==> config.mk <==
export PLATFORM = sky130hd
export DESIGN_NAME = uart_tx
export DESIGN_NICKNAME = d
export VERILOG_FILES = /design/src/rtl/uart_pkg.sv /design/src/rtl/uart_tx_fifo.sv /design/src/rtl/uart_tx.sv
export SDC_FILE = /design/constraint.sdc
export NUM_CORES = 1
export LEC_CHECK = 0
export ABC_AREA = 1
export BUFFER_PORTS_ARGS = -buffer_cell sky130_fd_sc_hd__buf_2
export CAP_MARGIN = 20
export CORE_ASPECT_RATIO = 1.4
export CORE_MARGIN = 2
export CORE_UTILIZATION = 43
export CTS_CLUSTER_DIAMETER = 50
export DETAILED_ROUTE_END_ITERATION = 6
export PLACE_DENSITY = 0.6
export REMOVE_ABC_BUFFERS = 1
export SYNTH_ARGS = -nofsm -noshare
export SYNTH_HDL_FRONTEND = slang
export SYNTH_HIERARCHICAL = 1
export SYNTH_SLANG_ARGS = --single-unit
==> constraint.sdc <==
create_clock -name pclk -period 4.35 [get_ports pclk]
set_input_delay 0.2175 -clock pclk [delete_from_list [all_inputs] [get_ports pclk]]
set_output_delay 0.2175 -clock pclk [all_outputs]
set_load 0.01 [all_outputs]
==> src/rtl/uart_pkg.sv <==
// uart_pkg: state encodings, default line parameters and baud divisor shared by the UART transmitter and receiver
package uart_pkg;

    localparam int unsigned DEF_CLK_FREQ = 40000000;
    localparam int unsigned DEF_BAUD     = 9600;

    typedef enum logic [1:0] {
        IDLE,
        START,
        DATA,
        STOP
    } uart_state_t;

    function automatic int unsigned baud_div(input int unsigned clk_freq, input int unsigned baud);
        return (clk_freq + baud / 2) / baud;
    endfunction

endpackage

==> src/rtl/uart_tx_fifo.sv <==
// uart_tx_fifo: byte FIFO with synchronous push/pop, registered full flag and occupancy count
module uart_tx_fifo #(
    parameter int unsigned DEPTH = 4
) (
    input  logic                     pclk,
    input  logic                     rst,
    input  logic                     push,
    input  logic                     pop,
    input  logic [7:0]               din,
    output logic [7:0]               dout,
    output logic                     full,
    output logic                     empty,
    output logic [$clog2(DEPTH):0]   count
);

    localparam int AW = $clog2(DEPTH);
    localparam int CW = AW + 1;

    logic [7:0]    mem [DEPTH];
    logic [AW-1:0] wr_ptr;
    logic [AW-1:0] rd_ptr;
    logic          do_push;
    logic          do_pop;
    logic [CW-1:0] count_nxt;

    // a push while full is dropped even when a pop frees a slot in the same cycle
    always_comb begin
        do_push   = push && !full;
        do_pop    = pop && !empty;
        count_nxt = count + CW'(do_push) - CW'(do_pop);
    end

    assign empty = (count == '0);
    assign dout  = mem[rd_ptr];

    always_ff @(posedge pclk) begin
        if (rst) begin
            wr_ptr <= '0;
            rd_ptr <= '0;
            count  <= '0;
            full   <= 1'b0;
        end else begin
            wr_ptr <= do_push ? wr_ptr + AW'(1) : wr_ptr;
            rd_ptr <= do_pop ? rd_ptr + AW'(1) : rd_ptr;
            count  <= count_nxt;
            full   <= (count_nxt == CW'(DEPTH));
        end
    end

    always_ff @(posedge pclk) begin
        if (do_push && !rst)
            mem[wr_ptr] <= din;
    end

endmodule

==> src/rtl/uart_tx.sv <==
// uart_tx: FIFO-buffered 8N1 serial transmitter with registered line and status outputs
module uart_tx
    import uart_pkg::*;
#(
    parameter int unsigned CLK_FREQ   = DEF_CLK_FREQ,
    parameter int unsigned BAUD       = DEF_BAUD,
    parameter int unsigned FIFO_DEPTH = 4
) (
    input  logic       pclk,
    input  logic       rst,
    input  logic       wr_en,
    input  logic [7:0] wr_data,
    output logic       full,
    output logic       tx,
    output logic       tx_busy,
    output logic       tx_done
);

    localparam int unsigned BAUD_DIV = baud_div(CLK_FREQ, BAUD);
    localparam int          CW       = $clog2(BAUD_DIV + 1);
    localparam logic [CW-1:0] RELOAD = CW'(BAUD_DIV - 1);

    uart_state_t                  state;
    logic [CW-1:0]                baud_cnt;
    logic [2:0]                   bit_idx;
    logic [7:0]                   shift;
    logic [7:0]                   head;
    logic                         empty;
    logic                         load;
    logic [$clog2(FIFO_DEPTH):0]  count;

    uart_tx_fifo #(
        .DEPTH (FIFO_DEPTH)
    ) u_fifo (
        .pclk  (pclk),
        .rst   (rst),
        .push  (wr_en),
        .pop   (load),
        .din   (wr_data),
        .dout  (head),
        .full  (full),
        .empty (empty),
        .count (count)
    );

    // a new frame starts from idle or straight out of a finished stop bit
    always_comb begin
        load = !empty && (state == IDLE || (state == STOP && baud_cnt == '0));
    end

    always_ff @(posedge pclk) begin
        if (rst) begin
            state    <= IDLE;
            tx       <= 1'b1;
            tx_busy  <= 1'b0;
            tx_done  <= 1'b0;
            baud_cnt <= '0;
            bit_idx  <= '0;
            shift    <= '0;
        end else begin
            tx_done <= 1'b0;
            tx_busy <= (state != IDLE) || (count != '0);
            if (load) begin
                state    <= START;
                tx       <= 1'b0;
                shift    <= head;
                baud_cnt <= RELOAD;
                tx_done  <= (state == STOP);
            end else if (state != IDLE && baud_cnt != '0) begin
                baud_cnt <= baud_cnt - CW'(1);
            end else begin
                case (state)
                    START: begin
                        state    <= DATA;
                        tx       <= shift[0];
                        shift    <= shift >> 1;
                        bit_idx  <= '0;
                        baud_cnt <= RELOAD;
                    end
                    DATA: begin
                        baud_cnt <= RELOAD;
                        if (bit_idx == 3'd7) begin
                            state <= STOP;
                            tx    <= 1'b1;
                        end else begin
                            tx      <= shift[0];
                            shift   <= shift >> 1;
                            bit_idx <= bit_idx + 3'd1;
                        end
                    end
                    STOP: begin
                        state   <= IDLE;
                        tx_done <= 1'b1;
                    end
                    default: state <= IDLE;
                endcase
            end
        end
    end

endmodule

==> results of run 1 <==
[power groups by stage]
stage               Clock (W)  Sequential [W]  Combinational, W
finish               0.000555        0.000949           0.00136
global route         0.000597        0.000971           0.00159
CTS                  0.000571        0.000950           0.00137
detailed placement          0        0.000964           0.00136
global placement            0        0.000959           0.00134
floorplan                   0        0.000940           0.00109
[layer usage]
layer	track usage, %	vias up	share of wire, %
li1	-	1313	-
met1	17.2	1149	43
met2	29.7	24	52
met3	3.97	12	2.3
met4	8.13	0	2.3
met5	0	-	0
[final timing paths]
check	endpoint	depth (start not counted)	start
max reg2reg	u_fifo/full	16	u_fifo/count[1]
min	u_fifo/mem[2][1]	1	wr_data[1]
max	u_fifo/full	16	u_fifo/count[1]
min reg2reg	baud_cnt[0]	2	baud_cnt[0]
[sequential cells by signal, indices dropped and copies added, names as in the netlist, named ones only]
name,cells
bit_idx,3
state,2
tx,1
u_fifo/full,1
baud_cnt,13
u_fifo/count,3
shift,8
u_fifo/wr_ptr,2
tx_done,1
u_fifo/rd_ptr,2
tx_busy,1
u_fifo/mem,32
[stage by stage]
stage / std cells / total power [W] / cell area [sq um] / hold slack, ns
5_1_grt: 516 / 0.00315 / 3710 / 0.0774
3_5_place_dp: 501 / 0.00233 / 3490 / 0.433
6_report: 516 / 0.00286 / 3710 / 0.0835
3_3_place_gp: 501 / 0.00230 / 3490 / 0.430
2_1_floorplan: 387 / 0.00203 / 3300 / 0.284
4_1_cts: 516 / 0.00289 / 3710 / 0.0672
[layout by cell type, fill, tap and decap left out, types with 4 or more instances in the layout]
| master | instances |
|---|---|
| nand2_1 | 80 |
| nor2_1 | 60 |
| inv_1 | 48 |
| dfxtp_1 | 39 |
| edfxtp_1 | 32 |
| a21oi_1 | 23 |
| nand3_1 | 20 |
| o21ai_0 | 19 |
| buf_2 | 14 |
| ha_1 | 13 |
| clkbuf_8 | 9 |
| o22ai_1 | 8 |
| nand4_1 | 5 |
| nand2_2 | 4 |
| nor2_2 | 4 |
| inv_2 | 4 |
| o21ai_1 | 4 |
| nor3_1 | 4 |
| xor2_1 | 4 |
[critical path, cell delays in order, from the launching register on]
cell and delay (ns):
dfxtp_1 0.42, inv_1 0.10, nand3_1 0.17, inv_1 0.09
a21oi_2 0.51, nand2_2 0.27, inv_1 0.18, inv_1 0.05
nor2_1 0.12, ha_1 0.24, inv_1 0.06, ha_1 0.13
inv_1 0.06, fa_1 0.38, nand3b_1 0.18, nand3_1 0.10
nor2_1 0.05
[cell families after synthesis]
| family | synth area share, % |
|---|---|
| AO/OA/AOI/OAI | 10.4 |
| XOR/XNOR | 1.30 |
| adder cells (fa/ha/maj) | 5.42 |
| buffers and inverters | 7.97 |
| flip-flops | 51.6 |
| AND/OR/NAND/NOR | 23.3 |
[final cells by class]
cell class,count,area (sq um)
clock buffer,10,128
clock inverter,5,83.8
fill,767,4000
inverter,52,195
multi-input combinational,264,1360
sequential,71,1740
tap,100,125
timing repair buffer,14,70.1
==> impl_results.md, run 1 <==
* Leak at 1.60 nW
* Share of the synthesized area in the top cell type at 28.5%
* Slew HR at 45.9%
* VDD IR max at 0.315 mV
* Pwr Density at 772 nW/um^2
* Largest net degree at the start of global routing at 24
* Post-synth top cells: nand2_1, nor2_1, inv_1
* Nature of the critical path startpoint: flip-flop
* Pint at 0.00163 W
* Sw Ratio at 43.2%
* Core area at 7700 sq um
* Drt via density at 4.84
* Mapped cell area at 3370 sq um
* Post-route core utilization at 48.1%
* Switch Pwr at 0.00124 W
* Cells after synthesis at 396
* First-pass GRT wire length at 10.7 mm
* Number of synthesized register bits at 71
* Nets at 437
* Port Buffers at 14
* Sequential share of power at 33.2%
* Number of remaining DRC errors at 0
* Die width at 78.9 um
* Post-synth EDFFs at 32
* Reg2reg setup slack at 1.14 ns
* H-tree levels at 3
* Combinational Power Share at 47.4%
* WS Path Type: flip-flop to flip-flop
* Share of cells above drive strength 1 at 11.8%
* I/O pin count at 15
* Clk_lat worst skew at 0.34 ns
* Count of final setup violators at 0
* Maxcap violations at 0
* Clk sink count at 71
* Post-synth top area cell: edfxtp_1
* Worst hold path class: input port to flip-flop
* Number of distinct library cells after synthesis at 35
* Max-slew violations at 0
* DRT Pass-1 Iters at 4
* Asr flop ratio synth at 0%
* Setup repair after global routing missed its margin: false
* Initial DRC Count at 132
* F_max at 311 MHz
* Post-Route Skew at 0.00733 ns
* Initial antenna violation count at 0
* Via count at 2498
* Ys flop type: dfxtp_1
* Arrival time worst endpoint at 3.44 ns
* Post-cts resize count at 0
* CTS buffer count at 9
* Synthesized area per cell at 8.52 sq um
* Grt ovf at 0
* CTS Root Cell: clkbuf_8
* Clock power frac at 19.4%
* Synth warn at 6
* Worst Tran Pin Value at 0.808 ns
* Die area at 8580 sq um
* Die height at 109 um
* # rows at 38
* Minimum clock period at 3.21 ns
* Status: finished, final reports clean
* CTS tree: done
* Total Routing Usage GR at 16.2%
* Fin. Hold Viols at 0
* Required @ worst endpoint at 4.58 ns
* Crit-path max FO at 13
* Synth-to-Final Area Change at 9.87%
* Final period utilization at 73.8%
* Final WL at 6.25 mm
* CTS Hold Bufs at 0
* Synth area leaders: edfxtp_1, dfxtp_1, nand2_1, nor2_1, inv_1
* Final WS setup at 1.14 ns
* Count leader, synth: nand2_1
* Remaining antenna violation count at 0
* Crit. End Element: flip-flop
* Post-DP HPWL at 4.46 mm
* Setup tns final at 0 ns
* Number of global-route vias before repair at 2413
* Routability Congestion at 0.762
* Reg clk slew, reported paths at 0.07 ns
* Worst slack, placed at 1.14 ns
* Post-CTS Setup Bufs at 0
* Clock Path Buffers at 2
* Sequential share of the synthesized area at 51.6%
* Antenna cells at 0
* Initial core utilization at 43.8%
* Routed WL per cell at 12.1 um
(Power assumes the default switching activity.)
==> inputs of run 2 (changes only) <==
- PLACE_DENSITY: 0.6 -> 0.62
- clock period: 4.35 -> 2.65 ns (I/O delays scaled with it)
==> run 2 against run 1 <==
  * Worst setup slack got worse by 0.92 ns
  * Utilization rose by 1.7 points
  * Register-to-register slack got worse by 0.92 ns
  * Sequential power rose by 62%
  * First-iteration DRC count fell by 11%
  * Clock-buffer cell count did not move
  * Non-clock buffer count rose by 14
  * Clock skew fell by 0.0018 ns
  * Clock power rose by 54%
  * Critical path type unchanged
  * Largest cell class unchanged
  * Highest routed layer unchanged
==> impl_results.md, run 2 (synthesis gave the netlist of run 1 again) <==
* Leak at 1.65 nW
* Antenna cells at 0
* Largest net degree at the start of global routing at 23
* Die width at 78.9 um
* Fin. Hold Viols at 0
* Grt ovf at 0
* Biggest register: u_fifo/mem
* First-pass GRT wire length at 10.8 mm
* Reg clk slew, reported paths at 0.07 ns
* Final WL at 6.21 mm
* Post-CTS Setup Bufs at 0
* Slowest Stage Delay on Critical Path at 0.37 ns
* Crit-path max FO at 4
* Total Routing Usage GR at 16.2%
* Clk sink count at 71
* I/O pin count at 15
* CTS Root Cell: clkbuf_8
* VDD IR max at 0.570 mV
* Port Buffers at 14
* Setup tns final at 0 ns
* Initial core utilization at 43.8%
* CP delay by family, top: adder cells
* Nature of the critical path startpoint: flip-flop
* Clk_lat worst skew at 0.34 ns
* Pwr Density at 1240 nW/um^2
* CTS tree: done
* Status: finished, final reports clean
* Minimum clock period at 2.43 ns
* Max-slew violations at 0
* F_max at 411 MHz
* Max reg flops at 32
* Initial antenna violation count at 0
* Via count at 2543
* Count of final setup violators at 0
* Hold path startpoint: rst
* Required @ worst endpoint at 2.89 ns
* Design area at 3840 sq um
* Core area at 7700 sq um
* Top Registers: u_fifo/mem (32), baud_cnt (13), shift (8)
* Most common cell after layout, fill and taps aside: nand2_1
* Crit. End Element: flip-flop
* # rows at 38
* CTS buffer count at 9
* CP Buf/Inv Count at 5
* Worst hold path class: input port to flip-flop
* Arrival time worst endpoint at 2.68 ns
* Nets at 451
* Most frequent cells in the layout: nand2_1, nor2_1, inv_1
* Post-DP HPWL at 4.27 mm
* Number of global-route vias before repair at 2389
* Routed WL per cell at 11.7 um
* Cell mode on critical path: inv_1
* Worst hold slack at 0.117 ns
* Setup crit start: baud_cnt[1]
* Maxcap violations at 0
* Clock Path Buffers at 2
* H-tree levels at 3
* Die height at 109 um
* Worst Tran Pin Value at 0.740 ns
* Crit-path cells: inv_1 > ha_4 > nand2_2 > nor2_4 > nand2_2 > nand2_4 > nand2_2 > inv_2 > inv_1 > nor2_1 > ha_1 > inv_1 > ha_1 > inv_1 > fa_1 > nand3b_1 > nand3_1 > nor2_1
* Drt via density at 4.79
* Tot Pwr at 0.00477 W
* WS Path Type: flip-flop to flip-flop
* Synth-to-Final Area Change at 13.7%
* Final period utilization at 91.8%
* Slew HR at 50.5%
* Routability Congestion at 0.776
* DRT Pass-1 Iters at 4
* Share of cells above drive strength 1 at 13.9%
* Worst slack, placed at 0.0949 ns
* Remaining antenna violation count at 0
* Final WS setup at 0.217 ns
* Die area at 8580 sq um
* Max stage delay cell, worst path: fa_1
* Initial DRC Count at 117
* Number of remaining DRC errors at 0
* Placed cell areas at 3540 sq um
* Post-Route Skew at 0.00555 ns
* Critical R2R Launch: baud_cnt[1]
[run 2: cell count changes in the layout (fill, tap and decap cells not counted), moves of 2 or more]
cell           change
inv_1              -2
buf_4              +6
inv_2              +2
dlygate4sd3_1      +8
[run 2: cell type report]
cell class                 instances  area, sq um
clock buffer                      10          128
clock inverter                     6         70.1
fill                             765         3870
inverter                          52          195
multi-input combinational        264         1380
sequential                        71         1740
tap                              100          125
timing repair buffer              28          195
[run 2: worst reg2reg max path, cell delays in order, from the launching register on]
cell and delay [ns]:
dfxtp_1 0.33, inv_1 0.09, ha_4 0.15, nand2_2 0.09, nor2_4 0.13, nand2_2 0.08, nand2_4 0.06, nand2_2 0.05
inv_2 0.07, inv_1 0.04, nor2_1 0.10, ha_1 0.23, inv_1 0.06, ha_1 0.12, inv_1 0.04, fa_1 0.37
nand3b_1 0.18, nand3_1 0.09, nor2_1 0.05
[run 2: metrics by stage]
stage,cells,util (%)
floorplan,387,-
global placement,507,46.0
detailed placement,507,46.0
CTS,531,49.6
global route,531,49.8
finish,531,49.8
[run 2: what timing repair did]
item,in CTS,in global routing
gates resized for setup,0,6
setup endpoints to repair,0,3
hold buffers,8,0
hold endpoints to repair,32,0
[run 2: routing by layer]
| metal | track usage, % | up-vias | share of wire, % |
|---|---|---|---|
| met5 | 0 | - | 0 |
| met4 | 6.65 | 0 | 0.69 |
| met3 | 4.22 | 4 | 2.8 |
| met2 | 28.5 | 25 | 52 |
| met1 | 18.6 | 1165 | 45 |
| li1 | - | 1349 | - |
[run 2: final timing paths]
check                           slack (ns)              end  depth (start not counted)
worst max register to register        0.22      u_fifo/full                         18
worst min register to register        0.48       bit_idx[1]                          2
worst min-delay path                  0.12  u_fifo/count[1]                          2
worst max-delay path                  0.22      u_fifo/full                         18
[run 2: power by group]
group	switching, W	total, W	internal [W]	leakage [nW]
Sequential	0.000166	0.00154	0.00138	0.611
Combinational	0.00151	0.00237	0.000860	0.951
Clock	0.000416	0.000856	0.000439	0.0891
==> inputs of run 3 (changes only) <==
- ABC_AREA: 1 -> default
- PLACE_DENSITY: 0.62 -> 0.6
- clock period: 2.65 -> 2.6 ns (I/O delays scaled with it)
==> run 3 against run 2 <==
  * Worst setup slack lost 0.23 ns
  * Global-route usage is 1.3 points higher
  * Critical endpoint unchanged
  * Design area up 2.5%
  * Wire length up 6.7%
  * Maximum frequency fell by 6.9%
  * Clock-buffer cell count stayed put
  * Total power fell by 1.6%
  * Sequential cell count stayed put
  * The run now ends with negative setup slack left
  * Sequential power about the same
  * Combinational power shrank 5%
  * Hold slack gained 0.0049 ns
==> impl_results.md, run 3 <==
* Failing checks: negative setup slack
* Clock Path Buffers at 2
* Status: complete, but fails checks
* Switch Pwr at 0.00184 W
* Number of remaining DRC errors at 0
* CTS buffer count at 9
* Share of cells above drive strength 1 at 25.9%
* Nets at 356
* Sw Ratio at 39.3%
* Worst Tran Pin Value at 0.528 ns
* Filler Cells Inserted at 656
* Hold depth at 2
* Synth warn at 6
* Clk_lat worst skew at 0.35 ns
* Slew HR at 64.8%
* Arrival time worst endpoint at 2.88 ns
* Antenna cells at 0
* Nature of the critical path startpoint: flip-flop
* Pint at 0.00285 W
* Core area at 7360 sq um
* Slowest Stage Delay on Critical Path at 0.35 ns
* Count leader, synth: dfxtp_1
* Post-Route Skew at 0.00932 ns
* Maxcap violations at 0
* VDD IR max at 0.506 mV
* Synthesized area per cell at 11.4 sq um
* Multi-input gate area at 1440 sq um
* Final WS setup at -0.0135 ns
* Post-synth EDFFs at 32
* Combinational Power Share at 48.1%
* Sequential share of the synthesized area at 53.4%
* Worst hold path class: input port to flip-flop
* Tot Pwr at 0.00469 W
* Critical R2R Launch: baud_cnt[0]
* Crit-path max FO at 2
* Initial core utilization at 44.3%
* Initial DRC Count at 79
* Most common cell after layout, fill and taps aside: dfxtp_1
* Biggest register: u_fifo/mem
* First-pass GRT wire length at 11.1 mm
* Routability Congestion at 0.840
* Synth-to-Final Area Change at 20.6%
* F_max at 383 MHz
* Grt ovf at 0
* Number of synthesized register bits at 71
* Routed WL per cell at 15.3 um
* Sequential share of power at 33.1%
* Max stage delay cell, worst path: fa_2
* Remaining antenna violation count at 0
* Leak at 1.43 nW
* Required @ worst endpoint at 2.87 ns
* FF-to-FF path depth at 14
* Max-slew violations at 0
* Clk sink count at 71
* Synth area leaders: edfxtp_1, dfxtp_1, ha_1, mux4_2, a21oi_1
* Largest net degree at the start of global routing at 24
* Via count at 2352
* Die width at 77.6 um
* Hold path startpoint: rst
* Post-synth top area cell: edfxtp_1
* Clock power frac at 18.8%
* Number of global-route vias before repair at 2341
* Final period utilization at 101%
* Placed cell areas at 3570 sq um
* Post-DP HPWL at 4.53 mm
* Post-synth top cells: dfxtp_1, edfxtp_1, a21oi_1
* H-tree levels at 3
* Die height at 107 um
* WS Path Type: flip-flop to flip-flop
* I/O pin count at 15
* Initial antenna violation count at 0
* Most frequent cells in the layout: dfxtp_1, edfxtp_1, buf_4
* Number of distinct library cells after synthesis at 56
* CTS tree: done
* Count of final setup violators at 1
* # rows at 37
* Drt via density at 5.43
* Ys flop type: dfxtp_1
* FF/Latch Area at 1750 sq um
* Final WL at 6.63 mm
* Asr flop ratio synth at 0%
* Crit-path cells: inv_2 > ha_4 > nor3b_4 > and4_1 > or2_1 > o31ai_2 > inv_1 > ha_1 > inv_1 > ha_2 > inv_2 > fa_2 > xnor2_2 > nor4b_2
* Port Buffers at 14
* DRT Pass-1 Iters at 4
* Total Routing Usage GR at 17.4%
* Minimum clock period at 2.61 ns
* Mapped cell area at 3260 sq um
* Reg2reg setup slack at -0.01 ns
* Setup repair after global routing missed its margin: true
* Fin. Hold Viols at 0
* Hold endpoint: u_fifo/count[1]
* Worst hold slack at 0.122 ns
* Pwr Density at 1190 nW/um^2
* Max reg flops at 32
* Cells after synthesis at 285
* Reg2Reg Capture Point: u_fifo/full
* Design area at 3930 sq um
* Top Registers: u_fifo/mem (32), baud_cnt (13), shift (8)
* Die area at 8310 sq um
* Share of the synthesized area in the top cell type at 29.5%
* Reg clk slew, reported paths at 0.08 ns
* Crit. End Element: flip-flop
* CTS Root Cell: clkbuf_8
[run 3: changes by cell type in the layout (fill, tap and decap cells not counted), sizes merged, moves of 5 or more]
cell    previous run  this run
nand2             85        14
a21oi             24        18
nor3               4        12
a221oi             0         7
nand3             21         7
mux4               0         8
nor2              65        13
buf               20        42
a211oi             0         9
inv               53        19
o21ai             25        17
or3                0         5
o22ai              8         0
[run 3: per-stage QoR]
stage          util (%)  TNS (ns)  std cells  setup WS [ns]
4_1_cts            52.6   -0.0282        430        -0.0282
5_1_grt            53.4    -0.156        433         -0.123
6_report           53.4   -0.0135        433        -0.0135
3_3_place_gp       48.4   -0.0256        406        -0.0256
3_5_place_dp       48.4    -0.138        406        -0.0843
2_1_floorplan         -    -0.316        270         -0.170
[run 3: critical path: cells and delay by family (launching register included)]
kind	cells	cell delay, ns
AOI/OAI and AO/OA	1	0.08
and+or+nand+nor	4	0.81
buffers and inverters	4	0.22
adders and majority gates	4	0.93
xor gates and xnor gates	1	0.16
DFF	1	0.34
[run 3: power groups by stage]
stage | Sequential [W] | Clock [W] | Combinational [W]
2_1_floorplan | 0.00155 | 0 | 0.00138
3_3_place_gp | 0.00156 | 0 | 0.00210
3_5_place_dp | 0.00156 | 0 | 0.00212
4_1_cts | 0.00154 | 0.000909 | 0.00219
5_1_grt | 0.00158 | 0.000960 | 0.00251
6_report | 0.00155 | 0.000884 | 0.00225
[run 3: worst max path at each step]
| stage | slack, ns | cells after the start | to | from |
|---|---|---|---|---|
| 5_1_grt | -0.12 | 14 | u_fifo/full | baud_cnt[1] |
| 3_3_place_gp | -0.03 | 14 | u_fifo/full | baud_cnt[0] |
| 3_5_place_dp | -0.08 | 14 | u_fifo/full | baud_cnt[0] |
| 2_1_floorplan | -0.17 | 14 | u_fifo/full | baud_cnt[0] |
| 6_report | -0.01 | 14 | u_fifo/full | baud_cnt[0] |
| 4_1_cts | -0.03 | 14 | u_fifo/full | baud_cnt[0] |
[run 3: logic make-up after synthesis]
group	share of synthesized area, %
flops	53.4
fa+ha+maj	5.60
mux	6.06
compound gates	13.4
simple gates	16.2
xor+xnor	1.07
buf+inv	4.34
[run 3: final cells by class]
class | count | share of cell area (%)
sequential | 71 | 44.4
multi-input combinational | 181 | 36.6
timing repair buffer | 50 | 9.17
clock buffer | 10 | 3.25
tap | 97 | 3.09
clock inverter | 6 | 1.78
inverter | 18 | 1.72
[run 3: routing by layer]
| metal | track usage (%) | share of wire, % | vias to the layer above | wire length, um |
|---|---|---|---|---|
| li1 | - | - | 1170 | - |
| met1 | 20.1 | 43 | 1123 | 2860 |
| met2 | 29.4 | 51 | 43 | 3410 |
| met3 | 4.29 | 2.7 | 16 | 181 |
| met4 | 9.82 | 2.8 | 0 | 187 |
| met5 | 0 | 0 | - | 0 |
[run 3: timing repair]
action,CTS,global route
gates cloned,0,0
setup endpoints to repair,2,3
hold buffers,8,0
pin swaps,0,1
gates resized for setup,8,10
hold endpoints to repair,32,0
setup buffers,0,3
